### src/rtl/branch_resolve_unit_pkg.sv
// Shared types and build constants for the execute-stage branch resolution slice.
// Holds XLEN, the BTB geometry and the BRU queue/flush defaults.
package branch_resolve_unit_pkg;

  localparam int XLEN             = 32;
  localparam int BTB_ENTRIES      = 16;
  localparam int BTB_INDEX_W      = 4;
  localparam int BRU_FIFO_DEPTH   = 4;
  localparam int BRU_FLUSH_CYCLES = 2;

  typedef struct packed {
    logic [XLEN-1:0] pc;
    logic [XLEN-1:0] target;
  } bru_update_t;

  // Next fetch address: the given destination when taken, else the fall-through PC.
  function automatic logic [XLEN-1:0] next_pc(input logic            take,
                                              input logic [XLEN-1:0] dest,
                                              input logic [XLEN-1:0] pc);
    logic [XLEN-1:0] step;
    step = XLEN'(4);
    if (take) begin
      return dest;
    end else begin
      return pc + step;
    end
  endfunction

endpackage

### src/rtl/branch_resolve_unit_if.sv
// EX-stage resolution bus: pipeline-side inputs, BTB update port, redirect/flush and perf outputs.
// master = pipeline/BTB side, slave = branch_resolve_unit.
interface branch_resolve_unit_if
  import branch_resolve_unit_pkg::*;
#(
  parameter int ADDR_W = XLEN
);

  logic              ex_valid;
  logic [ADDR_W-1:0] ex_pc;
  logic              ex_is_branch;
  logic              ex_is_jump;
  logic              ex_taken;
  logic [ADDR_W-1:0] ex_target;
  logic              ex_pred_hit;
  logic [ADDR_W-1:0] ex_pred_target;
  logic              btb_update_ready;
  logic              btb_update_enable;
  logic [ADDR_W-1:0] btb_pc_update;
  logic [ADDR_W-1:0] btb_target_update;
  logic              btb_is_branch_or_jump;
  logic              redirect_valid;
  logic [ADDR_W-1:0] redirect_pc;
  logic              flush;
  logic              upd_full;
  logic [31:0]       perf_branches;
  logic [31:0]       perf_mispredicts;

  modport master (
    output ex_valid, ex_pc, ex_is_branch, ex_is_jump, ex_taken, ex_target,
           ex_pred_hit, ex_pred_target, btb_update_ready,
    input  btb_update_enable, btb_pc_update, btb_target_update, btb_is_branch_or_jump,
           redirect_valid, redirect_pc, flush, upd_full, perf_branches, perf_mispredicts
  );

  modport slave (
    input  ex_valid, ex_pc, ex_is_branch, ex_is_jump, ex_taken, ex_target,
           ex_pred_hit, ex_pred_target, btb_update_ready,
    output btb_update_enable, btb_pc_update, btb_target_update, btb_is_branch_or_jump,
           redirect_valid, redirect_pc, flush, upd_full, perf_branches, perf_mispredicts
  );

endinterface

### src/rtl/branch_resolve_unit_update_fifo.sv
// bru_update_fifo: circular {pc, target} queue feeding the BTB write port, one pop per cycle.
// A push on a full queue is kept only when a pop frees a slot in the same cycle.
module bru_update_fifo
  import branch_resolve_unit_pkg::*;
#(
  parameter int DEPTH = BRU_FIFO_DEPTH
) (
  input  logic        clk,
  input  logic        reset,
  input  logic        push_i,
  input  bru_update_t data_i,
  input  logic        ready_i,
  output logic        valid_o,
  output bru_update_t data_o,
  output logic        full_o
);

  localparam int             AW       = $clog2(DEPTH);
  localparam logic [AW:0]    CNT_FULL = (AW+1)'(DEPTH);
  localparam logic [AW:0]    CNT_ONE  = (AW+1)'(1);
  localparam logic [AW:0]    CNT_ZERO = (AW+1)'(0);
  localparam logic [AW-1:0]  PTR_ONE  = AW'(1);

  bru_update_t   mem_q [DEPTH];
  logic [AW-1:0] head_q, tail_q;
  logic [AW:0]   count_q, count_d;
  logic          full_q;
  logic          pop_s, push_s;

  assign pop_s  = (count_q != CNT_ZERO) & ready_i;
  assign push_s = push_i & ((count_q != CNT_FULL) | pop_s);

  // Occupancy next-state from the accepted push/pop pair.
  always_comb begin
    count_d = count_q;
    if (push_s && !pop_s) begin
      count_d = count_q + CNT_ONE;
    end else if (pop_s && !push_s) begin
      count_d = count_q - CNT_ONE;
    end else begin
      count_d = count_q;
    end
  end

  // Pointers, occupancy and the registered full flag.
  always_ff @(posedge clk or posedge reset) begin
    if (reset) begin
      head_q  <= {AW{1'b0}};
      tail_q  <= {AW{1'b0}};
      count_q <= {(AW+1){1'b0}};
      full_q  <= 1'b0;
    end else begin
      if (push_s) tail_q <= tail_q + PTR_ONE;
      if (pop_s)  head_q <= head_q + PTR_ONE;
      count_q <= count_d;
      full_q  <= (count_d == CNT_FULL);
    end
  end

  // Entry storage; contents are don't-care while the slot is unoccupied.
  always_ff @(posedge clk) begin
    if (push_s) mem_q[tail_q] <= data_i;
  end

  // Head entry is masked to zero when the queue is empty.
  always_comb begin
    data_o = bru_update_t'({(2*XLEN){1'b0}});
    if (count_q != CNT_ZERO) begin
      data_o = mem_q[head_q];
    end else begin
      data_o = bru_update_t'({(2*XLEN){1'b0}});
    end
  end

  assign valid_o = (count_q != CNT_ZERO);
  assign full_o  = full_q;

endmodule

### src/rtl/branch_resolve_unit.sv
// branch_resolve_unit: resolves EX-stage control transfers, issues redirect/flush, feeds BTB updates.
// Optional build macro BRU_PERF_EN adds the branch/mispredict performance counters.
module branch_resolve_unit
  import branch_resolve_unit_pkg::*;
#(
  parameter int FIFO_DEPTH   = BRU_FIFO_DEPTH,
  parameter int FLUSH_CYCLES = BRU_FLUSH_CYCLES
) (
  input logic                  clk,
  input logic                  reset,
  branch_resolve_unit_if.slave bru
);

  localparam logic [0:0] ST_NORMAL  = 1'b0;
  localparam logic [0:0] ST_RECOVER = 1'b1;
  localparam logic [3:0] FLUSH_LOAD = 4'(FLUSH_CYCLES);
  localparam logic [3:0] CNT_ONE    = 4'd1;

  logic [0:0]      state_q, state_d;
  logic [3:0]      cnt_q, cnt_d;
  logic            resolve_s, mispredict_s, enqueue_s;
  logic [XLEN-1:0] actual_s, pred_s;
  logic            redirect_valid_q;
  logic [XLEN-1:0] redirect_pc_q;
  logic            flush_q;
  logic            fifo_valid_s, fifo_full_s;
  bru_update_t     push_data_s, head_s;

  // Wrong-path instructions arriving during recovery are invisible here.
  assign resolve_s    = bru.ex_valid & (bru.ex_is_branch | bru.ex_is_jump) & (state_q == ST_NORMAL);
  assign actual_s     = next_pc(bru.ex_taken, bru.ex_target, bru.ex_pc);
  assign pred_s       = next_pc(bru.ex_pred_hit, bru.ex_pred_target, bru.ex_pc);
  assign mispredict_s = resolve_s & (actual_s != pred_s);
  assign enqueue_s    = resolve_s & bru.ex_taken
                      & (~bru.ex_pred_hit | (bru.ex_pred_target != bru.ex_target));
  assign push_data_s  = '{pc: bru.ex_pc, target: bru.ex_target};

  // Recovery FSM: the counter tracks remaining flush cycles.
  always_comb begin
    state_d = state_q;
    cnt_d   = cnt_q;
    case (state_q)
      ST_NORMAL: begin
        if (mispredict_s) begin
          state_d = ST_RECOVER;
          cnt_d   = FLUSH_LOAD;
        end else begin
          state_d = ST_NORMAL;
          cnt_d   = cnt_q;
        end
      end
      ST_RECOVER: begin
        cnt_d = cnt_q - CNT_ONE;
        if (cnt_q == CNT_ONE) begin
          state_d = ST_NORMAL;
        end else begin
          state_d = ST_RECOVER;
        end
      end
      default: begin
        state_d = ST_NORMAL;
        cnt_d   = 4'd0;
      end
    endcase
  end

  // FSM state plus the registered redirect/flush outputs.
  always_ff @(posedge clk or posedge reset) begin
    if (reset) begin
      state_q          <= ST_NORMAL;
      cnt_q            <= 4'd0;
      redirect_valid_q <= 1'b0;
      redirect_pc_q    <= {XLEN{1'b0}};
      flush_q          <= 1'b0;
    end else begin
      state_q          <= state_d;
      cnt_q            <= cnt_d;
      redirect_valid_q <= mispredict_s;
      redirect_pc_q    <= mispredict_s ? actual_s : {XLEN{1'b0}};
      flush_q          <= (state_d == ST_RECOVER);
    end
  end

  bru_update_fifo #(
    .DEPTH (FIFO_DEPTH)
  ) u_update_fifo (
    .clk     (clk),
    .reset   (reset),
    .push_i  (enqueue_s),
    .data_i  (push_data_s),
    .ready_i (bru.btb_update_ready),
    .valid_o (fifo_valid_s),
    .data_o  (head_s),
    .full_o  (fifo_full_s)
  );

  assign bru.btb_update_enable     = fifo_valid_s;
  assign bru.btb_is_branch_or_jump = fifo_valid_s;
  assign bru.btb_pc_update         = head_s.pc;
  assign bru.btb_target_update     = head_s.target;
  assign bru.upd_full              = fifo_full_s;
  assign bru.redirect_valid        = redirect_valid_q;
  assign bru.redirect_pc           = redirect_pc_q;
  assign bru.flush                 = flush_q;

`ifdef BRU_PERF_EN
  logic [31:0] perf_br_q, perf_mis_q;

  // Free-running event counters; wrap naturally at 2^32.
  always_ff @(posedge clk or posedge reset) begin
    if (reset) begin
      perf_br_q  <= 32'd0;
      perf_mis_q <= 32'd0;
    end else begin
      if (resolve_s)    perf_br_q  <= perf_br_q + 32'd1;
      if (mispredict_s) perf_mis_q <= perf_mis_q + 32'd1;
    end
  end

  assign bru.perf_branches    = perf_br_q;
  assign bru.perf_mispredicts = perf_mis_q;
`else
  assign bru.perf_branches    = 32'd0;
  assign bru.perf_mispredicts = 32'd0;
`endif

endmodule

### src/flat_wrapper.sv
// flat-port wrapper written by rule: the top's interface ports become plain ports
module branch_resolve_unit_flat import branch_resolve_unit_pkg::*;
#(
  parameter int FIFO_DEPTH   = BRU_FIFO_DEPTH,
  parameter int FLUSH_CYCLES = BRU_FLUSH_CYCLES
)
  (clk, reset, bru_ex_valid, bru_ex_pc, bru_ex_is_branch, bru_ex_is_jump, bru_ex_taken, bru_ex_target, bru_ex_pred_hit, bru_ex_pred_target, bru_btb_update_ready, bru_btb_update_enable, bru_btb_pc_update, bru_btb_target_update, bru_btb_is_branch_or_jump, bru_redirect_valid, bru_redirect_pc, bru_flush, bru_upd_full, bru_perf_branches, bru_perf_mispredicts);
  branch_resolve_unit_if #(.ADDR_W(XLEN)) bru_i ();
  input logic clk;
  input logic reset;
  input wire logic [$bits(bru_i.ex_valid)-1:0] bru_ex_valid;
  input wire logic [$bits(bru_i.ex_pc)-1:0] bru_ex_pc;
  input wire logic [$bits(bru_i.ex_is_branch)-1:0] bru_ex_is_branch;
  input wire logic [$bits(bru_i.ex_is_jump)-1:0] bru_ex_is_jump;
  input wire logic [$bits(bru_i.ex_taken)-1:0] bru_ex_taken;
  input wire logic [$bits(bru_i.ex_target)-1:0] bru_ex_target;
  input wire logic [$bits(bru_i.ex_pred_hit)-1:0] bru_ex_pred_hit;
  input wire logic [$bits(bru_i.ex_pred_target)-1:0] bru_ex_pred_target;
  input wire logic [$bits(bru_i.btb_update_ready)-1:0] bru_btb_update_ready;
  output wire logic [$bits(bru_i.btb_update_enable)-1:0] bru_btb_update_enable;
  output wire logic [$bits(bru_i.btb_pc_update)-1:0] bru_btb_pc_update;
  output wire logic [$bits(bru_i.btb_target_update)-1:0] bru_btb_target_update;
  output wire logic [$bits(bru_i.btb_is_branch_or_jump)-1:0] bru_btb_is_branch_or_jump;
  output wire logic [$bits(bru_i.redirect_valid)-1:0] bru_redirect_valid;
  output wire logic [$bits(bru_i.redirect_pc)-1:0] bru_redirect_pc;
  output wire logic [$bits(bru_i.flush)-1:0] bru_flush;
  output wire logic [$bits(bru_i.upd_full)-1:0] bru_upd_full;
  output wire logic [$bits(bru_i.perf_branches)-1:0] bru_perf_branches;
  output wire logic [$bits(bru_i.perf_mispredicts)-1:0] bru_perf_mispredicts;
  assign bru_i.ex_valid = bru_ex_valid;
  assign bru_i.ex_pc = bru_ex_pc;
  assign bru_i.ex_is_branch = bru_ex_is_branch;
  assign bru_i.ex_is_jump = bru_ex_is_jump;
  assign bru_i.ex_taken = bru_ex_taken;
  assign bru_i.ex_target = bru_ex_target;
  assign bru_i.ex_pred_hit = bru_ex_pred_hit;
  assign bru_i.ex_pred_target = bru_ex_pred_target;
  assign bru_i.btb_update_ready = bru_btb_update_ready;
  assign bru_btb_update_enable = bru_i.btb_update_enable;
  assign bru_btb_pc_update = bru_i.btb_pc_update;
  assign bru_btb_target_update = bru_i.btb_target_update;
  assign bru_btb_is_branch_or_jump = bru_i.btb_is_branch_or_jump;
  assign bru_redirect_valid = bru_i.redirect_valid;
  assign bru_redirect_pc = bru_i.redirect_pc;
  assign bru_flush = bru_i.flush;
  assign bru_upd_full = bru_i.upd_full;
  assign bru_perf_branches = bru_i.perf_branches;
  assign bru_perf_mispredicts = bru_i.perf_mispredicts;
  branch_resolve_unit #(.FIFO_DEPTH(FIFO_DEPTH), .FLUSH_CYCLES(FLUSH_CYCLES)) u_core (.clk(clk), .reset(reset), .bru(bru_i));
endmodule
### config.mk
export PLATFORM = sky130hd
export DESIGN_NAME = branch_resolve_unit_flat
export DESIGN_NICKNAME = d
export VERILOG_FILES = /design/src/rtl/branch_resolve_unit_pkg.sv /design/src/rtl/branch_resolve_unit_if.sv /design/src/rtl/branch_resolve_unit_update_fifo.sv /design/src/rtl/branch_resolve_unit.sv /design/src/flat_wrapper.sv
export SDC_FILE = /design/constraint.sdc
export NUM_CORES = 1
export LEC_CHECK = 0
export ABC_AREA = 1
export CAP_MARGIN = 20
export CORE_MARGIN = 1.5
export CORE_UTILIZATION = 39
export DETAILED_ROUTE_END_ITERATION = 16
export PLACE_DENSITY = 0.72
export SLEW_MARGIN = 20
export SYNTH_ARGS = -nofsm -noshare
export SYNTH_HDL_FRONTEND = slang
export SYNTH_SLANG_ARGS = --single-unit
### constraint.sdc
create_clock -name clk -period 9.7 [get_ports clk]
set_input_delay 2.425 -clock clk [delete_from_list [all_inputs] [get_ports clk]]
set_output_delay 2.425 -clock clk [all_outputs]
set_load 0.01 [all_outputs]
==> impl_metrics.ini <==
[timing]
finalSetupTns_ps = 0
period_needed_ps = 6070
max_freq_mhz = 165
slew_headroom = 0.263
worst_pin_slew_ps = 1100
fin_worst_skew_ps = 13.9
grt_setup_unrepaired = no
period_share = 0.626
hold_violations = 0
slew_viol_final = 0
worst_slack_ps = 3630
setup_viol = 0

[setup_path]
reg2reg_depth = 9
worstPathMaxFanout = 65
slowest_delay_ps = 620
r2r_slack_ps = 6500
crit_cells = 7
criticalPathCategory = flip-flop to primary output
cp-end-kind = primary output
slowest_stage = clkdlybuf4s50_1
cp_common_cell = buf_4
critPathLaunchType = flip-flop
cp_cell_sequence = buf_4 -> inv_2 -> buf_4 -> nor2_1 -> o21ai_0 -> a21oi_1 -> clkdlybuf4s50_1
crit_buf_inv = 4
crit_family = buffers and inverters
crit_arrival_ps = 3640
required_ps = 7280

[cells_and_area]
nets = 2029
diodes = 0
drive_gt1_frac = 0.0614
instances_no_fill = 2457
syn_to_final_growth_pct = 21.6

[clock_network]
root_buffer = clkbuf_16
clk_latency_ps = 570
cts_made_buffers = 31
cts_tree = done
h-tree-depth = 1
cts_setup_buffers = 0
clk_path_buf_depth = 3
cts_resized = 0
clock_sinks = 302
clk_pin_slew_ps = 60
ctsHoldBuffers = 0

[routing]
ant_nets = 0
viasPerCell = 5.08
vias = 12500
dr.pass1.iters = 5
drt_iter0_markers = 1189
wire_per_inst_um = 18.4
drc = 0
postRouteWirelength_um = 45200

[placed_design]
port-buffer-count = 204
dp.cells = 2400
dp_worst_setup_slack_ps = 3190
gp_congestion = 0.963
hpwl_um = 31700

[synthesis]
mappedNetlistArea_mm2 = 0.0154
postSynth.asyncResetShare = 0.152
yosys-top-cells-area = edfxtp_1, nand2_1, nor2_1
synthTopCellsByCount = nand2_1, nor2_1, edfxtp_1
synth_top_area_share = 0.500
synth_cell_types = 34
syn_avg_cell_area_um2 = 8.84
ys_warn_count = 0
yosysMostFrequentCell = nand2_1
yosysTopAreaCell = edfxtp_1
synth_edf_count = 256
ys.flop_type = edfxtp_1
synth-seq-cells = 302
syn_inst = 1739
yosysSeqAreaShare = 0.575

[global_routing]
grt_pass1_wl_um = 68800
antenna_found_initial = 1
grt_pass1_vias = 11800
grt_max_degree = 71
overflow = 0
grtUsageTotal = 0.219

[job]
maxCapViolations = 0

[power_and_ir_drop]
peakVddDrop_mv = 0.161
leakage_nw = 7.40
power.density_mw_per_mm2 = 242
p_total_mw = 4.52

[die]
fp.dieH_um = 201
die-area_mm2 = 0.0406
io_pins = 269
die-width_um = 201
core_area_mm2 = 0.0387
start_util = 0.397
rows = 72

[min_path]
hold_path_depth = 2
hold_class = flip-flop to flip-flop

[outcome]
status = complete, no violations
==> worst reg2reg max path: stages, from the launching register on <==
cell and delay [ps]:
dfrtp_1 360, inv_1 90, ha_1 220, inv_1 90, nor2_4 40, nor2_1 320
o21ai_1 450, nor2_4 590, buf_12 260, buf_4 420
==> worst paths after layout <==
kind,from,endpoint
worst max-delay path,u_core.u_update_fifo.head_q[1],bru_btb_target_update[27]
worst min-delay path,u_core.cnt_q[0],u_core.cnt_q[0]
worst max register to register,u_core.u_update_fifo.count_q[0],u_core.u_update_fifo.mem_q[3][4]
worst min register to register,u_core.cnt_q[0],u_core.cnt_q[0]
max in group asynchronous,reset,u_core.u_update_fifo.head_q[0]
min in group asynchronous,reset,u_core.u_update_fifo.count_q[1]
==> per-stage QoR <==
| stage | area (µm²) | hold slack [ps] | utilization |
|---|---|---|---|
| after floorplan | 15600 | 499 | - |
| final | 18700 | 550 | 0.482 |
| after detailed placement | 17700 | 538 | 0.457 |
| after global placement | 17600 | 528 | 0.455 |
| after CTS | 18700 | 552 | 0.482 |
| after global routing | 18700 | 589 | 0.482 |
==> per-layer routing <==
metal,up-vias,track usage,share of wire
met3,47,0.0308,0.072
met4,0,0.0533,0.017
met2,498,0.359,0.47
met1,5949,0.308,0.44
met5,-,0,0
li1,5978,-,-
==> area by class of cell <==
| class | instances | area (µm²) |
|---|---|---|
| clock inverter | 17 | 170 |
| timing repair buffer | 220 | 2190 |
| clock buffer | 40 | 820 |
| tap | 518 | 648 |
| fill | 3573 | 20100 |
| multi-input combinational | 1264 | 5640 |
| sequential | 302 | 8840 |
| inverter | 96 | 362 |
==> cells by family after synthesis <==
group / Yosys count / synth area share
buffers and inverters: 236 / 0.0753
adder cells (fa/ha/maj): 10 / 0.00814
AND/OR/NAND/NOR: 930 / 0.249
other: 1 / 0.000244
flip-flops: 302 / 0.575
AO/OA/AOI/OAI: 234 / 0.0777
XOR/XNOR: 26 / 0.0148
==> registers in the layout, summed over array words and instances, names as in the netlist <==
| name | count |
|---|---|
| u_core.bru.redirect_pc | 32 |
| u_core.bru.redirect_valid | 1 |
| u_core.cnt_q | 4 |
| u_core.state_q | 1 |
| u_core.u_update_fifo.count_q | 3 |
| u_core.u_update_fifo.full_o | 1 |
| u_core.u_update_fifo.head_q | 2 |
| u_core.u_update_fifo.mem_q | 256 |
| u_core.u_update_fifo.tail_q | 2 |
==> where the power goes <==
| part | total (mW) | switching [mW] | internal [mW] |
|---|---|---|---|
| combinational | 1.76 | 1.00 | 0.758 |
| sequential | 1.59 | 0.0895 | 1.50 |
| clock | 1.16 | 0.489 | 0.675 |
==> placed cells by master (no fill, tap or decap), drive strengths merged <==
cell type | netlist | final
o21ai | 154 | 154
o22ai | 9 | 9
nor2 | 364 | 364
xor2 | 11 | 11
edfxtp | 256 | 256
buf | 91 | 16
o31ai | 1 | 1
conb | 1 | 64
clkinvlp | 0 | 2
o21bai | 1 | 1
nor4 | 5 | 5
bufinv | 0 | 3
nand3b | 2 | 2
clkdlybuf4s50 | 0 | 204
or2 | 20 | 20
nand4 | 9 | 9
inv | 95 | 95
nand3 | 114 | 114
xnor2 | 15 | 15
a21oi | 68 | 68
nor3 | 3 | 3
clkbuf | 49 | 40
a211oi | 1 | 1
nand2 | 413 | 413
ha | 10 | 10
clkinv | 1 | 13
dfrtp | 46 | 46
Note: power is estimated with default switching activity, not from simulation.
